`src/rtl/oddr_test_pkg.sv`:
```
// Shared types and PRBS7 constants for the ODDR test pattern source.
package oddr_test_pkg;

  typedef enum logic [2:0] {
    MODE_ZERO   = 3'd0,
    MODE_CLKFWD = 3'd1,
    MODE_TOGGLE = 3'd2,
    MODE_COUNT  = 3'd3,
    MODE_WALK1  = 3'd4,
    MODE_PRBS7  = 3'd5,
    MODE_RSVD6  = 3'd6,
    MODE_RSVD7  = 3'd7
  } patgen_mode_e;

  typedef enum logic [1:0] {
    ST_IDLE,
    ST_ARM,
    ST_RUN,
    ST_DONE
  } patgen_state_e;

  localparam logic [6:0] PRBS7_SEED   = 7'h7F;
  localparam int         PRBS7_TAP_HI = 6;
  localparam int         PRBS7_TAP_LO = 5;

  // One step of x^7+x^6+1; the new bit enters at bit 0.
  function automatic logic [6:0] prbs7_step(input logic [6:0] s);
    return {s[5:0], s[PRBS7_TAP_HI] ^ s[PRBS7_TAP_LO]};
  endfunction

endpackage

```
`src/rtl/oddr_prbs7_gen.sv`:
```
// PRBS7 LFSR advanced STEPS bits per cycle.
// bits[0] is the first bit generated from the current state.
module oddr_prbs7_gen
  import oddr_test_pkg::*;
#(
  parameter int STEPS = 16
) (
  input  logic             clk,
  input  logic             rst_n,
  input  logic             seed_load,
  input  logic             advance,
  output logic [STEPS-1:0] bits
);

  logic [6:0] lfsr_q;
  logic [6:0] lfsr_n;

  always_comb begin
    lfsr_n = lfsr_q;
    bits   = '0;
    for (int i = 0; i < STEPS; i++) begin
      lfsr_n  = prbs7_step(lfsr_n);
      bits[i] = lfsr_n[0];
    end
  end

  always_ff @(posedge clk) begin
    if (!rst_n)
      lfsr_q <= PRBS7_SEED;
    else if (seed_load)
      lfsr_q <= PRBS7_SEED;
    else if (advance)
      lfsr_q <= lfsr_n;
  end

endmodule

```
`src/rtl/oddr_pattern_gen.sv`:
```
// Burst/continuous pattern source feeding LANES ODDR primitives.
// Optional error injection: define ODDR_PATGEN_ERR_INJ_EN.
module oddr_pattern_gen
  import oddr_test_pkg::*;
#(
  parameter int LANES   = 8,
  parameter int BURST_W = 16
) (
  input  logic               clk,
  input  logic               rst_n,
  input  logic               enable,
  input  logic               start,
  input  logic [2:0]         mode,
  input  logic [BURST_W-1:0] burst_len,
`ifdef ODDR_PATGEN_ERR_INJ_EN
  input  logic               err_inj,
  output logic [7:0]         err_cnt,
`endif
  output logic [LANES-1:0]   d1,
  output logic [LANES-1:0]   d2,
  output logic               oe,
  output logic               busy,
  output logic               done,
  output logic [BURST_W-1:0] word_cnt
);

  patgen_state_e      state_q, state_d;
  patgen_mode_e       mode_q, mode_d;
  logic [BURST_W-1:0] len_q, len_d;
  logic [BURST_W-1:0] cnt_d;
  logic [LANES-1:0]   k_q, k_d;
  logic [LANES-1:0]   walk_q, walk_d;
  logic [LANES-1:0]   d1_d, d2_d, tog;
  logic               busy_d, done_d;
  logic               load_word, seed_load;
  logic [2*LANES-1:0] prbs_bits;

  oddr_prbs7_gen #(
    .STEPS(2*LANES)
  ) u_prbs (
    .clk      (clk),
    .rst_n    (rst_n),
    .seed_load(seed_load),
    .advance  (load_word),
    .bits     (prbs_bits)
  );

  always_comb begin
    state_d   = state_q;
    mode_d    = mode_q;
    len_d     = len_q;
    cnt_d     = word_cnt;
    k_d       = k_q;
    walk_d    = walk_q;
    busy_d    = 1'b0;
    done_d    = 1'b0;
    load_word = 1'b0;
    seed_load = 1'b0;
    if (!enable) begin
      state_d = ST_IDLE;
    end else begin
      unique case (state_q)
        ST_IDLE: if (start) begin
          state_d   = ST_ARM;
          mode_d    = patgen_mode_e'(mode);
          len_d     = burst_len;
          cnt_d     = '0;
          k_d       = '0;
          walk_d    = LANES'(1);
          seed_load = 1'b1;
          busy_d    = 1'b1;
        end
        ST_ARM: begin
          state_d   = ST_RUN;
          load_word = 1'b1;
        end
        // word_cnt already counts the words shown, so N means finished
        ST_RUN: if (len_q != '0 && word_cnt == len_q) begin
          state_d = ST_DONE;
          done_d  = 1'b1;
        end else begin
          load_word = 1'b1;
        end
        ST_DONE: state_d = ST_IDLE;
        default: state_d = ST_IDLE;
      endcase
    end
    if (load_word) begin
      busy_d = 1'b1;
      cnt_d  = word_cnt + BURST_W'(1);
      k_d    = k_q + LANES'(1);
      walk_d = (walk_q << 1) | (walk_q >> (LANES-1));
    end
  end

  always_comb begin
    tog  = '0;
    d1_d = '0;
    d2_d = '0;
    for (int i = 0; i < LANES; i++)
      tog[i] = (i % 2) == 0;
    if (load_word) begin
      case (mode_q)
        MODE_CLKFWD: d1_d = '1;
        MODE_TOGGLE: begin
          d1_d = tog;
          d2_d = ~tog;
        end
        MODE_COUNT: begin
          d1_d = k_q;
          d2_d = ~k_q;
        end
        MODE_WALK1: begin
          d1_d = walk_q;
          d2_d = (walk_q << 1) | (walk_q >> (LANES-1));
        end
        MODE_PRBS7: begin
          d1_d = prbs_bits[LANES-1:0];
          d2_d = prbs_bits[2*LANES-1:LANES];
        end
        default: ;
      endcase
`ifdef ODDR_PATGEN_ERR_INJ_EN
      if (err_inj && state_q == ST_RUN)
        d1_d[0] = ~d1_d[0];
`endif
    end
  end

  always_ff @(posedge clk) begin
    if (!rst_n) begin
      state_q  <= ST_IDLE;
      mode_q   <= MODE_ZERO;
      len_q    <= '0;
      k_q      <= '0;
      walk_q   <= LANES'(1);
      word_cnt <= '0;
      d1       <= '0;
      d2       <= '0;
      oe       <= 1'b0;
      busy     <= 1'b0;
      done     <= 1'b0;
    end else begin
      state_q  <= state_d;
      mode_q   <= mode_d;
      len_q    <= len_d;
      k_q      <= k_d;
      walk_q   <= walk_d;
      word_cnt <= cnt_d;
      d1       <= d1_d;
      d2       <= d2_d;
      oe       <= load_word;
      busy     <= busy_d;
      done     <= done_d;
    end
  end

`ifdef ODDR_PATGEN_ERR_INJ_EN
  always_ff @(posedge clk) begin
    if (!rst_n)
      err_cnt <= '0;
    else if (load_word && err_inj && state_q == ST_RUN && err_cnt != 8'hFF)
      err_cnt <= err_cnt + 8'd1;
  end
`endif

endmodule

```
`config.mk`:
```
export PLATFORM = sky130hd
export DESIGN_NAME = oddr_pattern_gen
export DESIGN_NICKNAME = d
export VERILOG_FILES = /design/src/rtl/oddr_test_pkg.sv /design/src/rtl/oddr_prbs7_gen.sv /design/src/rtl/oddr_pattern_gen.sv
export SDC_FILE = /design/constraint.sdc
export NUM_CORES = 1
export LEC_CHECK = 0
export BUFFER_PORTS_ARGS = -buffer_cell sky130_fd_sc_hd__buf_4
export CORE_ASPECT_RATIO = 0.75
export CORE_UTILIZATION = 50
export DETAILED_ROUTE_END_ITERATION = 6
export PLACE_DENSITY_LB_ADDON = 0.05
export SLEW_MARGIN = 20
export SYNTH_ARGS = -nofsm -noshare
export SYNTH_HDL_FRONTEND = slang
export SYNTH_SLANG_ARGS = --single-unit
```
`constraint.sdc`:
```
create_clock -name clk -period 2.2 [get_ports clk]
set_clock_uncertainty 0.2 [all_clocks]
set_input_delay 0 -clock clk [delete_from_list [all_inputs] [get_ports clk]]
set_output_delay 0 -clock clk [all_outputs]
set_load 0.005 [all_outputs]
```
==> results.cfg <==
[drt]
wl_per_cell_um = 16.58
vias = 3901
drt_wl_total_um = 11460
vias_per_cell = 5.645
drt-initial-drc-count = 348
antenna_left = 0
drcViolationCount = 0
first_pass_iters = 5

[setup_path]
path_class = register to register
worst_ep_arrival_time_ns = 2.29
worstPathMaxFanout = 9
cp.required_ns = 2.29
crit_path_end_kind = register
cp-start-kind = register
crit_start = len_q[14]
r2r-start = len_q[14]

[pwr]
p_leak_nw = 2.095
finalPower_mw = 3.088
ir_drop_uv = 423.8
power_per_cell_area_nw_per_um2 = 587.7

[timing]
min_period_ns = 2.200
setup_viol = 1
clock.fmax_mhz = 454.5
rsz0062_at_grt = true
hold_violations = 0
drv_slew = 0
tightest_slew_ns = 0.5223
layout_setup_ws_ns = -0.0001039
relSlewSlack_pct = 65.06
period_share_pct = 100.0
setup_tns_ns = -0.0001039

[final_layout]
nets = 613
insertedDiodeCount = 0
seqCellArea_um2 = 1602
multiInputGateArea_um2 = 2195
final.fill_count = 632
synthToLayoutAreaGrowth_pct = 37.89
drive_above_1_share_pct = 28.31

[floorplan]
dieArea_um2 = 7979
num_io_pins = 58
std_cell_rows = 27
die_y_um = 77.61
start_util_pct = 51.75
die_width_um = 102.8
core_um2 = 7365

[global_route]
grt_max_degree = 33
grt_usage_pct = 29.01
grt_pass1_vias = 3355
grt_remaining_overflow = 0
grt_pass1_wl_um = 17540
antenna_found_initial = 0

[placed_design]
port-buffer-count = 57
gp_congestion = 0.9063
dp_hpwl_um = 7696

[logic_synthesis]
synth_cell_types = 46
syn-cell-area_um2 = 3811
synth_flop_cell = dfxtp_1
ys_warn_count = 0
syn_avg_cell_area_um2 = 7.956
yosys-top-cells-count = 93 x nand2_1, 79 x dfxtp_1, 48 x a21oi_1
yosysTopAreaCell = dfxtp_1
synth.top_cell.area_share_pct = 41.50
async_flop_share_pct = 0
netlist_top_cells_area = dfxtp_1 41%, nand2_1 9.2%, a21oi_1 6.3%
syn_nets = 507
synth_edf_count = 0
synth_most_common_cell = nand2_1
yosysSeqAreaShare_pct = 41.50
synth_seq_cells = 79
syn_inst = 479

[cts]
cts_buffers = 9
cts_buffer_depth = 2
clock_latency_ns = 0.37
h-tree-depth = 3
clock_sinks = 79
clkTransAtPathRegs_ns = 0.09
cts_tree = done
root_buffer = clkbuf_8

[run_status]
violations = setup timing
status = complete, but fails checks

[min_path]
hold_class = input port to register
min_from = mode[0]

[run]
max-cap-violations = 0
==> through the flow <==
| stage | util, % | cell area, um2 | cells | setup slack, ns | hold slack (ns) |
|---|---|---|---|---|---|
| after floorplan | - | 3811 | 479 | 0.01445 | -0.06403 |
| after global placement | 61.40 | 4522 | 642 | -0.07272 | 0.04770 |
| after detailed placement | 61.40 | 4522 | 642 | -0.1317 | 0.05468 |
| after CTS | 68.18 | 5021 | 682 | 0.004654 | 0.2143 |
| after global routing | 71.36 | 5255 | 691 | -0.04669 | 0.2384 |
| final | 71.36 | 5255 | 691 | -0.0001039 | 0.2248 |
==> layer usage <==
metal	track usage (%)	up-vias	wire length [um]
met2	38.47	159	4910
met3	6.757	10	933
met1	45.74	1838	5524
met5	0	-	0
met4	7.606	0	91
li1	-	1894	-
==> sequential cells by signal, indices dropped and copies added, names as in the netlist, 2 cells and up <==
signal,cells
d1,8
d2,8
k_q,8
len_q,16
mode_q,3
state_q,2
u_prbs.lfsr_q,7
walk_q,8
word_cnt,16
==> worst max-delay path, cell delays in order (launching register included) <==
cell      delay (ns)
dfxtp_2         0.35
nor4_2          0.29
nand4_1         0.12
and3_4          0.22
a31o_4          0.26
buf_12          0.14
or4_4           0.47
o221ai_2        0.07
==> final timing paths <==
kind,slack (ns),depth (start not counted),end
worst min-delay path,0.22,4,mode_q[0]
worst max register to register,-0.0001,7,word_cnt[3]
worst max-delay path,-0.0001,7,word_cnt[3]
worst min register to register,0.28,2,walk_q[4]
==> kinds of logic after synthesis <==
group	count (synthesis)	synth area share (%)
adder cells (fa/ha/maj)	5	1.641
AO/OA/AOI/OAI	119	19.14
flip-flops	79	41.50
buffers and inverters	44	5.088
AND/OR/NAND/NOR	198	24.82
XOR/XNOR	34	7.813
==> area by class of cell <==
class / instances / share of cell area [%]
clock buffers: 9 / 2.357
clock inverters: 7 / 1.952
inverters: 8 / 0.5714
multi-input cells: 356 / 41.76
flip-flops and latches: 79 / 30.48
well taps: 101 / 2.405
repair buffers: 131 / 20.48
==> where the power goes <==
part	internal [mW]	switching (mW)
combinational	0.171	0.193
sequential	1.45	0.0286
clock	0.655	0.591
==> placed cells by master (no fill, tap or decap), types with 15 or more instances in the layout <==
master	Yosys	routed
a21oi_1	48	46
nand2_1	93	92
buf_4	2	99
dlygate4sd3_1	0	24
xnor2_1	23	23
nor2_1	24	21
o21ai_0	26	24
dfxtp_1	79	67
o211ai_1	15	15
nand3_1	25	23
==> timing repair <==
| item | CTS | global route |
|---|---|---|
| resized for setup | 9 | 43 |
| hold endpoints to repair | 40 | 0 |
| pin swaps | 2 | 16 |
| setup buffers | 0 | 8 |
| endpoints found under the setup margin | 15 | 34 |
| gates cloned | 0 | 1 |
| hold buffers | 24 | 0 |
Power figures use the tool's default switching activity.
